`src/rtl/seq_divider_pkg.sv`:
```
// seq_divider_pkg: shared state encoding, width defaults and counter sizing for the sequential divider.
package seq_divider_pkg;
  typedef logic [1:0] state_t;
  localparam state_t S_IDLE = 2'd0;
  localparam state_t S_CALC = 2'd1;
  localparam state_t S_DONE = 2'd2;
  localparam int WIDTH_DEF = 32;
  localparam int CNT_W = $clog2(WIDTH_DEF);
  function automatic int cnt_bits(input int w);
    return (w > 1) ? $clog2(w) : 1;
  endfunction
endpackage

```
`src/rtl/seq_divider_step.sv`:
```
// div_step: one restoring iteration; shift in a dividend bit, trial subtract, keep or restore.
module div_step #(
  parameter int WIDTH = 32
) (
  input  logic [WIDTH:0]   i_rem,
  input  logic             i_bit,
  input  logic [WIDTH-1:0] i_div,
  output logic [WIDTH:0]   o_rem,
  output logic             o_q
);
  logic [WIDTH+1:0] w_diff;
  assign w_diff = {i_rem, i_bit} - {2'b00, i_div};
  assign o_q    = ~w_diff[WIDTH+1];
  assign o_rem  = w_diff[WIDTH+1] ? {i_rem[WIDTH-1:0], i_bit} : w_diff[WIDTH:0];
endmodule

```
`src/rtl/seq_divider.sv`:
```
// seq_divider: restoring signed/unsigned divider producing one quotient bit per cycle.
module seq_divider
  import seq_divider_pkg::*;
#(
  parameter int WIDTH = WIDTH_DEF
) (
  input  logic             clk,
  input  logic             reset,
  input  logic             start,
  input  logic [WIDTH-1:0] A,
  input  logic [WIDTH-1:0] B,
  input  logic             Sign,
  output logic             busy,
  output logic             done,
  output logic [WIDTH-1:0] Q,
  output logic [WIDTH-1:0] Rem,
  output logic             Z,
  output logic             V,
  output logic             DZ
);
  localparam int CW = cnt_bits(WIDTH);
  state_t           r_state;
  logic [CW-1:0]    r_cnt;
  logic [WIDTH-1:0] r_dq, r_b, r_q, r_rem;
  logic [WIDTH:0]   r_part;
  logic             r_neg_q, r_neg_r, r_z, r_v, r_dz;
  logic             w_a_neg, w_b_neg, w_dz, w_ov, w_accept, w_last, w_qbit;
  logic [WIDTH-1:0] w_a_mag, w_b_mag, w_qmag, w_rmag, w_qfin, w_rfin;
  logic [WIDTH:0]   w_part_next;
  assign w_a_neg  = Sign & A[WIDTH-1];
  assign w_b_neg  = Sign & B[WIDTH-1];
  assign w_a_mag  = w_a_neg ? -A : A;
  assign w_b_mag  = w_b_neg ? -B : B;
  assign w_dz     = B == '0;
  assign w_ov     = Sign & (A == {1'b1, {(WIDTH-1){1'b0}}}) & (&B);
  assign w_accept = start & (r_state != S_CALC);
  assign w_last   = r_cnt == CW'(WIDTH-1);
  div_step #(.WIDTH(WIDTH)) u_step (
    .i_rem (r_part),
    .i_bit (r_dq[WIDTH-1]),
    .i_div (r_b),
    .o_rem (w_part_next),
    .o_q   (w_qbit)
  );
  // quotient bits shift into the dividend register as its bits are consumed
  assign w_qmag = {r_dq[WIDTH-2:0], w_qbit};
  assign w_rmag = w_part_next[WIDTH-1:0];
  assign w_qfin = r_neg_q ? -w_qmag : w_qmag;
  assign w_rfin = r_neg_r ? -w_rmag : w_rmag;
  always_ff @(posedge clk) begin
    if (reset) begin
      r_state <= S_IDLE;
      r_cnt   <= '0;
      r_dq    <= '0;
      r_b     <= '0;
      r_part  <= '0;
      r_neg_q <= 1'b0;
      r_neg_r <= 1'b0;
      r_q     <= '0;
      r_rem   <= '0;
      r_z     <= 1'b0;
      r_v     <= 1'b0;
      r_dz    <= 1'b0;
    end else if (w_accept) begin
      r_cnt   <= '0;
      r_dq    <= w_a_mag;
      r_b     <= w_b_mag;
      r_part  <= '0;
      r_neg_q <= w_a_neg ^ w_b_neg;
      r_neg_r <= w_a_neg;
      if (w_dz) begin
        r_state <= S_DONE;
        r_q     <= '1;
        r_rem   <= A;
        r_z     <= 1'b0;
        r_v     <= 1'b0;
        r_dz    <= 1'b1;
      end else if (w_ov) begin
        r_state <= S_DONE;
        r_q     <= A;
        r_rem   <= '0;
        r_z     <= 1'b0;
        r_v     <= 1'b1;
        r_dz    <= 1'b0;
      end else begin
        r_state <= S_CALC;
      end
    end else if (r_state == S_CALC) begin
      r_dq   <= w_qmag;
      r_part <= w_part_next;
      r_cnt  <= w_last ? r_cnt : r_cnt + 1'b1;
      if (w_last) begin
        r_state <= S_DONE;
        r_q     <= w_qfin;
        r_rem   <= w_rfin;
        r_z     <= w_qfin == '0;
        r_v     <= 1'b0;
        r_dz    <= 1'b0;
      end
    end else if (r_state == S_DONE) begin
      r_state <= S_IDLE;
    end
  end
  assign busy = r_state == S_CALC;
  assign done = r_state == S_DONE;
  assign Q    = r_q;
  assign Rem  = r_rem;
  assign Z    = r_z;
  assign V    = r_v;
  assign DZ   = r_dz;
endmodule
```
`config.mk`:
```
export PLATFORM = sky130hd
export DESIGN_NAME = seq_divider
export DESIGN_NICKNAME = d
export VERILOG_FILES = /design/src/rtl/seq_divider_pkg.sv /design/src/rtl/seq_divider_step.sv /design/src/rtl/seq_divider.sv
export SDC_FILE = /design/constraint.sdc
export NUM_CORES = 1
export LEC_CHECK = 0
export BUFFER_PORTS_ARGS = -buffer_cell sky130_fd_sc_hd__buf_2
export CAP_MARGIN = 0
export CORE_ASPECT_RATIO = 0.5
export CORE_MARGIN = 2
export CORE_UTILIZATION = 55
export DETAILED_ROUTE_END_ITERATION = 12
export GPL_TIMING_DRIVEN = 0
export PLACE_DENSITY = 0.76
export SYNTH_ARGS = -nofsm -noshare
export SYNTH_HDL_FRONTEND = slang
export SYNTH_HIERARCHICAL = 1
export SYNTH_SLANG_ARGS = --single-unit
```
`constraint.sdc`:
```
create_clock -name clk -period 8.7 [get_ports clk]
set_input_delay 1.74 -clock clk [delete_from_list [all_inputs] [get_ports clk]]
set_output_delay 1.74 -clock clk [all_outputs]
set_load 0.03 [all_outputs]
```
==> summary.md, run 1 <==
| Metric | Value |
|---|---|
| Final period utilization | 69.6% |
| CTS buffer count | 17 |
| Yosys reg bits | 173 |
| Worst-path clk slew | 0.07 ns |
| Worst Setup End Kind | flop |
| Pwr Total | 2.40 mW |
| Worst-path cell chain | inv_1 > ha_1 > nor2b_1 > o2111ai_1 > a21oi_2 > o21ai_2 > a21oi_2 > a21oi_4 > a31oi_4 > xor2_4 > buf_6 > mux2_4 > or4_1 > nor4_1 > clkbuf_1 > a41oi_1 > xor2_1 > a22oi_1 > a211oi_1 |
| Clock power share | 34.9% |
| Simple-gate share of the synthesized area | 20.6% |
| Remaining antenna violation count | 0 |
| Power share of the combinational group | 29.1% |
| Most used cell, CP | a21oi_2 |
| Largest net degree at the start of global routing | 17 |
| Maximum clock frequency | 165 MHz |
| First-pass GRT wire length | 70,700 µm |
| Post-CTS Hold Buffers | 0 |
| Ys flop type | dfxtp_1 |
| Int Pwr | 1.53 mW |
| Synth Area in Compound Gates | 23.5% |
| Die area | 24,000 µm² |
| Synth unique cells | 83 |
| Setup WS pre-CTS | 2.84 ns |
| Critical R2R Launch | r_b[1] |
| Worst Path Max Fanout | 10 |
| Skew-Pair Late Insertion Delay | 0.46 ns |
| Max-slew headroom | 10.6% |
| Asr flop ratio synth | 0% |
| GR Overflow Total | 0 |
| WL per Instance | 22.3 µm |
| Net Sw Power | 0.874 mW |
| Syn Std Cell Area | 12,500 µm² |
| Synth warn | 6 |
| Mux contribution to synthesized area | 7.14% |
| Slew @ Worst Pin | 1.33 ns |
| Worst Setup Start Kind | flop |
| Drt pass-1 iters | 6 |
| Endpoints failing setup | 0 |
| Hpwl dp | 35,700 µm |
| Max-Cap Viols | 0 |
| R2r setup slk | 2.65 ns |
| Peak VDD IR | 0.117 mV |
| Iteration-0 DRC Markers | 1,730 |
| Syn_area_per_cell | 7.80 µm² |
| PortBufs | 134 |
| Pwr/cell area | 170 nW/µm² |
| Final hold vios | 0 |
| Setup WS post-layout | 2.65 ns |
| CTS tree | done |
| Worst Hold End | Q[25] |
| Core footprint | 22,000 µm² |
| Routed via count | 13,300 |
| Critical path class | flop to flop |
| Post-synth EDFFs | 0 |
| Filler cell count | 1,957 |
| Final wirelength | 46,100 µm |
| Area Overhead vs Synth | 13.5% |
| Slowest-stage cell, CP | nor4_1 |
| Postcts setup bufs | 0 |
| Fin crit period | 6.05 ns |
| Nets@finish | 1,864 |
| Max Buffers Root-to-Sink | 2 |
| Residual DRC | 0 |
| Static leakage | 5.59 nW |
| Unrepaired setup endpoints after global routing | no |
| WP data arrival | 6.43 ns |
| Worst path required time | 9.08 ns |
| Outcome | finished, final reports clean |
| Die Wd | 217 µm |
| Die H | 110 µm |
| Htree depth | 4 |
| Hold WC Path Type | flop to flop |
| Largest stage delay, worst path | 1.03 ns |
| CTS resizes | 0 |
| Initial Utilization | 56.8% |
| Number of global-route vias before repair | 12,400 |
| Register area share after synthesis | 27.8% |
| Post-Synth Adder-Cell Area | 4.38% |
| Length in cells of the worst reg-to-reg path | 19 |
| Sink Count | 173 |
| Max Slew Vio Count | 0 |
| Vias per cell | 6.44 |
| Number of cells on the worst hold path | 2 |
| GP Congestion | 1.01 |
| Clock skew | 0.0130 ns |
| XOR/XNOR share of the synthesized area | 10.5% |
| Worst hold start | Q[25] |
| Post-Route Setup TNS | 0 ns |
| Clock root buffer | clkbuf_16 |
| Std cell rows | 38 |
| Seq pwr share | 36.1% |
| Share of cells above drive strength 1 | 13.9% |
| Initial antenna violation count | 1 |
| Largest family of logic cells by synthesized area | compound AO/OA/AOI/OAI gates |
| I/O pin total | 137 |
| Net Sw Frac | 36.4% |
| Critical R2R Capture | Rem[25] |
| Gr usage total | 37.8% |
| Post-Syn Instances | 1,599 |
| Syn Nets | 1,710 |
[routing by layer]
metal | share of wire (%) | global-route usage (%) | wire length [µm] | up-vias
li1 | - | - | - | 6097
met1 | 43 | 52.2 | 19800 | 6304
met2 | 43 | 57.8 | 19700 | 796
met3 | 11 | 7.30 | 4980 | 117
met4 | 3.4 | 15.5 | 1590 | 0
met5 | 0 | 0 | 0 | -
[per-stage QoR]
| step | hold slack (ns) | utilization (%) | cell area (µm²) | instances |
|---|---|---|---|---|
| after floorplan | 0.432 | - | 12500 | 1599 |
| after global placement | 0.439 | 61.5 | 13500 | 2033 |
| after detailed placement | 0.443 | 61.6 | 13500 | 2034 |
| after CTS | 0.451 | 64.4 | 14100 | 2066 |
| after global routing | 0.465 | 64.4 | 14100 | 2067 |
| final | 0.454 | 64.4 | 14100 | 2067 |
[cell usage in the layout, fill, tap and decap left out, types with 21 or more instances in the layout]
master / count
o31ai_1: 27
nor3_1: 63
ha_1: 42
mux2i_1: 42
a211oi_1: 49
dfxtp_1: 173
xor2_1: 76
xnor2_1: 71
inv_1: 68
mux2_4: 26
buf_2: 145
o21ai_0: 52
nor2_1: 199
clkbuf_1: 93
nand4_1: 21
nand2_1: 144
nand3_1: 28
a221oi_1: 22
a21oi_1: 116
[flip-flops by register name, indices dropped and copies added, names as in the netlist]
register	flops
r_part	33
Q	32
Rem	32
r_b	32
r_dq	32
r_cnt	5
r_state	2
DZ	1
V	1
Z	1
r_neg_q	1
r_neg_r	1
[power by group through the flow]
stage	combinational, mW	clock, mW	sequential (mW)
2_1_floorplan	0.464	0	0.871
3_3_place_gp	0.659	0	0.880
3_5_place_dp	0.668	0	0.882
4_1_cts	0.673	0.830	0.864
5_1_grt	0.747	0.861	0.870
6_report	0.698	0.837	0.865
[worst max path at each step]
| stage | startpoint | end | slack [ns] | depth (start not counted) |
|---|---|---|---|---|
| after floorplan | r_b[1] | Rem[26] | 3.89 | 19 |
| after global placement | r_b[1] | Rem[26] | 3.06 | 19 |
| after detailed placement | r_b[1] | Rem[26] | 2.84 | 19 |
| after CTS | r_b[1] | Rem[26] | 2.80 | 19 |
| after global routing | r_b[1] | Rem[30] | 2.37 | 19 |
| final | r_b[1] | Rem[25] | 2.65 | 19 |
[synth_stat cells (all sizes together) (42+ instances only)]
cell type  number  area, µm²
inv            68        255
o21ai          56        288
nand2         144        541
clkbuf         93        349
mux2i          42        420
a21oi         119        614
nor2          199        747
xor2           77        693
nor3           64        325
ha             42        526
dfxtp         173       3460
xnor2          71        622
a211oi         50        380
[layout make-up]
cell class	count	area [µm²]	area share, %
timing repair buffer	135	678	4.79
multi-input combinational	1239	8250	58.3
buffer	119	505	3.57
inverter	68	255	1.80
sequential	173	3460	24.5
clock buffer	18	439	3.10
tap	300	375	2.65
clock inverter	14	180	1.27
antenna	1	2.50	0.0177
[cell families after synthesis]
| kind of cell | count (synthesis) |
|---|---|
| DFF | 173 |
| AOI/OAI and AO/OA | 423 |
| adders and majority gates | 43 |
| and+or+nand+nor | 550 |
| xor gates and xnor gates | 148 |
| buffers and inverters | 187 |
| muxes | 75 |
[worst max-delay path: cells and delay by family, from the launching register on]
| kind | cells | cell delay, ns |
|---|---|---|
| AOI/OAI and AO/OA | 9 | 1.77 |
| xor gates and xnor gates | 2 | 0.56 |
| adders and majority gates | 1 | 0.28 |
| buffers and inverters | 3 | 0.72 |
| DFF | 1 | 0.42 |
| muxes | 1 | 0.36 |
| and+or+nand+nor | 3 | 1.84 |
(Power assumes the default switching activity.)
==> run 2, diff against run 1 <==
CORE_UTILIZATION = 54   (was 55)
PLACE_DENSITY = 0.77   (was 0.76)
clock period = 5.4 ns   (was 8.7 ns; I/O delays follow)
==> run 2 against run 1 <==
Against the previous run:
- sequential share of layout area fell by 0.17 points
- global-route usage decreased by 2.7 points
- die area increased by 1.8%
- final cell count rose by 0.44%
==> summary.md, run 2 (synthesized netlist as in run 1, its figures left out) <==
| Metric | Value |
|---|---|
| Peak VDD IR | 0.194 mV |
| Area after DPL | 13,500 µm² |
| Number of global-route vias before repair | 12,000 |
| Final period utilization | 96.4% |
| Unrepaired setup endpoints after global routing | yes |
| Commonest non-fill, non-tap cell in the layout | nor2_1 |
| Max reg flops | 33 |
| Worst-path clk slew | 0.07 ns |
| Worst path required time | 5.78 ns |
| Commonest cells after routing, fill and taps aside | nor2_1 (199), dfxtp_1 (173), buf_2 (145), nand2_1 (144), a21oi_1 (116) |
| Maximum clock frequency | 192 MHz |
| Hold WC Path Type | flop to flop |
| Die H | 111 µm |
| Max-Cap Viols | 0 |
| Initial Utilization | 54.8% |
| Routed via count | 13,100 |
| Drt pass-1 iters | 9 |
| Post-CTS Hold Buffers | 0 |
| Post-Route Setup TNS | 0 ns |
| I/O pin total | 137 |
| Skew-Pair Late Insertion Delay | 0.45 ns |
| Vias per cell | 6.31 |
| Final wirelength | 43,600 µm |
| GR Overflow Total | 0 |
| Core footprint | 22,700 µm² |
| Critical path class | flop to flop |
| CTS tree | done |
| Hpwl dp | 33,100 µm |
| WL per Instance | 21.0 µm |
| Worst Setup End Kind | flop |
| Std cell rows | 39 |
| Share of cells above drive strength 1 | 14.5% |
| Gr usage total | 35.1% |
| Die Wd | 219 µm |
| Max Slew Vio Count | 0 |
| Die area | 24,400 µm² |
| WP data arrival | 5.58 ns |
| Residual DRC | 0 |
| Worst Setup Start Kind | flop |
| Slew @ Worst Pin | 1.11 ns |
| Clock root buffer | clkbuf_16 |
| PortBufs | 134 |
| Worst Path Max Fanout | 9 |
| Static leakage | 5.63 nW |
| Remaining antenna violation count | 0 |
| Largest reg by FF count | r_part |
| Nets@finish | 1,867 |
| Max Buffers Root-to-Sink | 2 |
| Setup WS pre-CTS | -0.398 ns |
| Htree depth | 4 |
| Area Overhead vs Synth | 14.3% |
| Fin area | 14,200 µm² |
| CTS buffer count | 17 |
| Endpoints failing setup | 0 |
| Sink Count | 173 |
| Final hold vios | 0 |
| GP Congestion | 1.03 |
| Setup WS post-layout | 0.193 ns |
| Iteration-0 DRC Markers | 1,813 |
| First-pass GRT wire length | 66,900 µm |
| Fin crit period | 5.21 ns |
| Initial antenna violation count | 0 |
| Largest net degree at the start of global routing | 17 |
| Outcome | finished, final reports clean |
| Clock skew | 0.00949 ns |
| Max-slew headroom | 25.1% |
| N_diodes | 0 |
| Filler cell count | 2,114 |
| Post-Route Utilization | 62.7% |
| Pwr/cell area | 273 nW/µm² |
[run 2: cell types whose count changed in the layout (fill, tap and decap cells not counted), sizes merged]
cell / delta
buf: +3
clkinv: -2
clkinvlp: +2
bufinv: +1
clkbuf: -1
diode: -1
[run 2: final timing paths]
kind | start | end | slack [ns] | cells after the start
setup / recovery | r_b[1] | Rem[27] | 0.19 | 20
hold / removal | Q[21] | Q[21] | 0.45 | 2
setup reg to reg | r_b[1] | Rem[27] | 0.19 | 20
hold reg to reg | Q[21] | Q[21] | 0.45 | 2
[run 2: where the power goes]
group          total [mW]  internal [mW]  leakage [nW]  switching (mW)
Combinational        1.13          0.374          3.92           0.757
Sequential           1.39           1.34          1.41          0.0491
Clock                1.38          0.784         0.299           0.591
Total                3.90           2.50          5.63            1.40
[run 2: critical path, stage by stage, from the launching register on]
cell and delay, ns:
dfxtp_1 0.43, inv_1 0.07, ha_1 0.26, nor2b_1 0.20
o2111ai_1 0.17, a21oi_2 0.23, o21ai_2 0.12, a21oi_2 0.25
a21oi_4 0.11, a31oi_4 0.28, xor2_4 0.26, buf_4 0.18
mux2_2 0.39, or4_1 0.54, clkbuf_1 0.16, nor2_1 0.54
nand3_1 0.15, o21ai_0 0.23, xor2_1 0.14, a211o_1 0.30
a21oi_1 0.13
[run 2: timing repair]
item | CTS | global route
endpoints found under the hold margin | 0 | 0
pin swaps | 0 | 2
buffers inserted | 1 | 3
gates resized for setup | 3 | 8
setup endpoints to repair | 19 | 17
[run 2: per-layer routing]
metal,track usage [%],part of all wire (%),routed length [µm]
met5,0,0,0
met4,13.6,3.8,1670
met3,8.33,11,4750
met2,53.1,42,18500
met1,48.3,43,18600
[run 2: area by class of cell]
type / count / area [µm²] / area share (%)
buffer: 119 / 510 / 3.58
sequential: 173 / 3460 / 24.3
clock inverter: 15 / 210 / 1.48
timing repair buffer: 138 / 701 / 4.92
tap: 307 / 384 / 2.70
clock buffer: 17 / 425 / 2.99
inverter: 68 / 255 / 1.79
multi-input combinational: 1239 / 8300 / 58.2
[run 2: metrics by stage]
step,hold WS (ns),std cells,power (mW)
floorplan,0.432,1599,2.15
global placement,0.439,2040,2.48
detailed placement,0.441,2040,2.48
CTS,0.451,2073,3.83
global route,0.464,2076,4.02
finish,0.450,2076,3.90
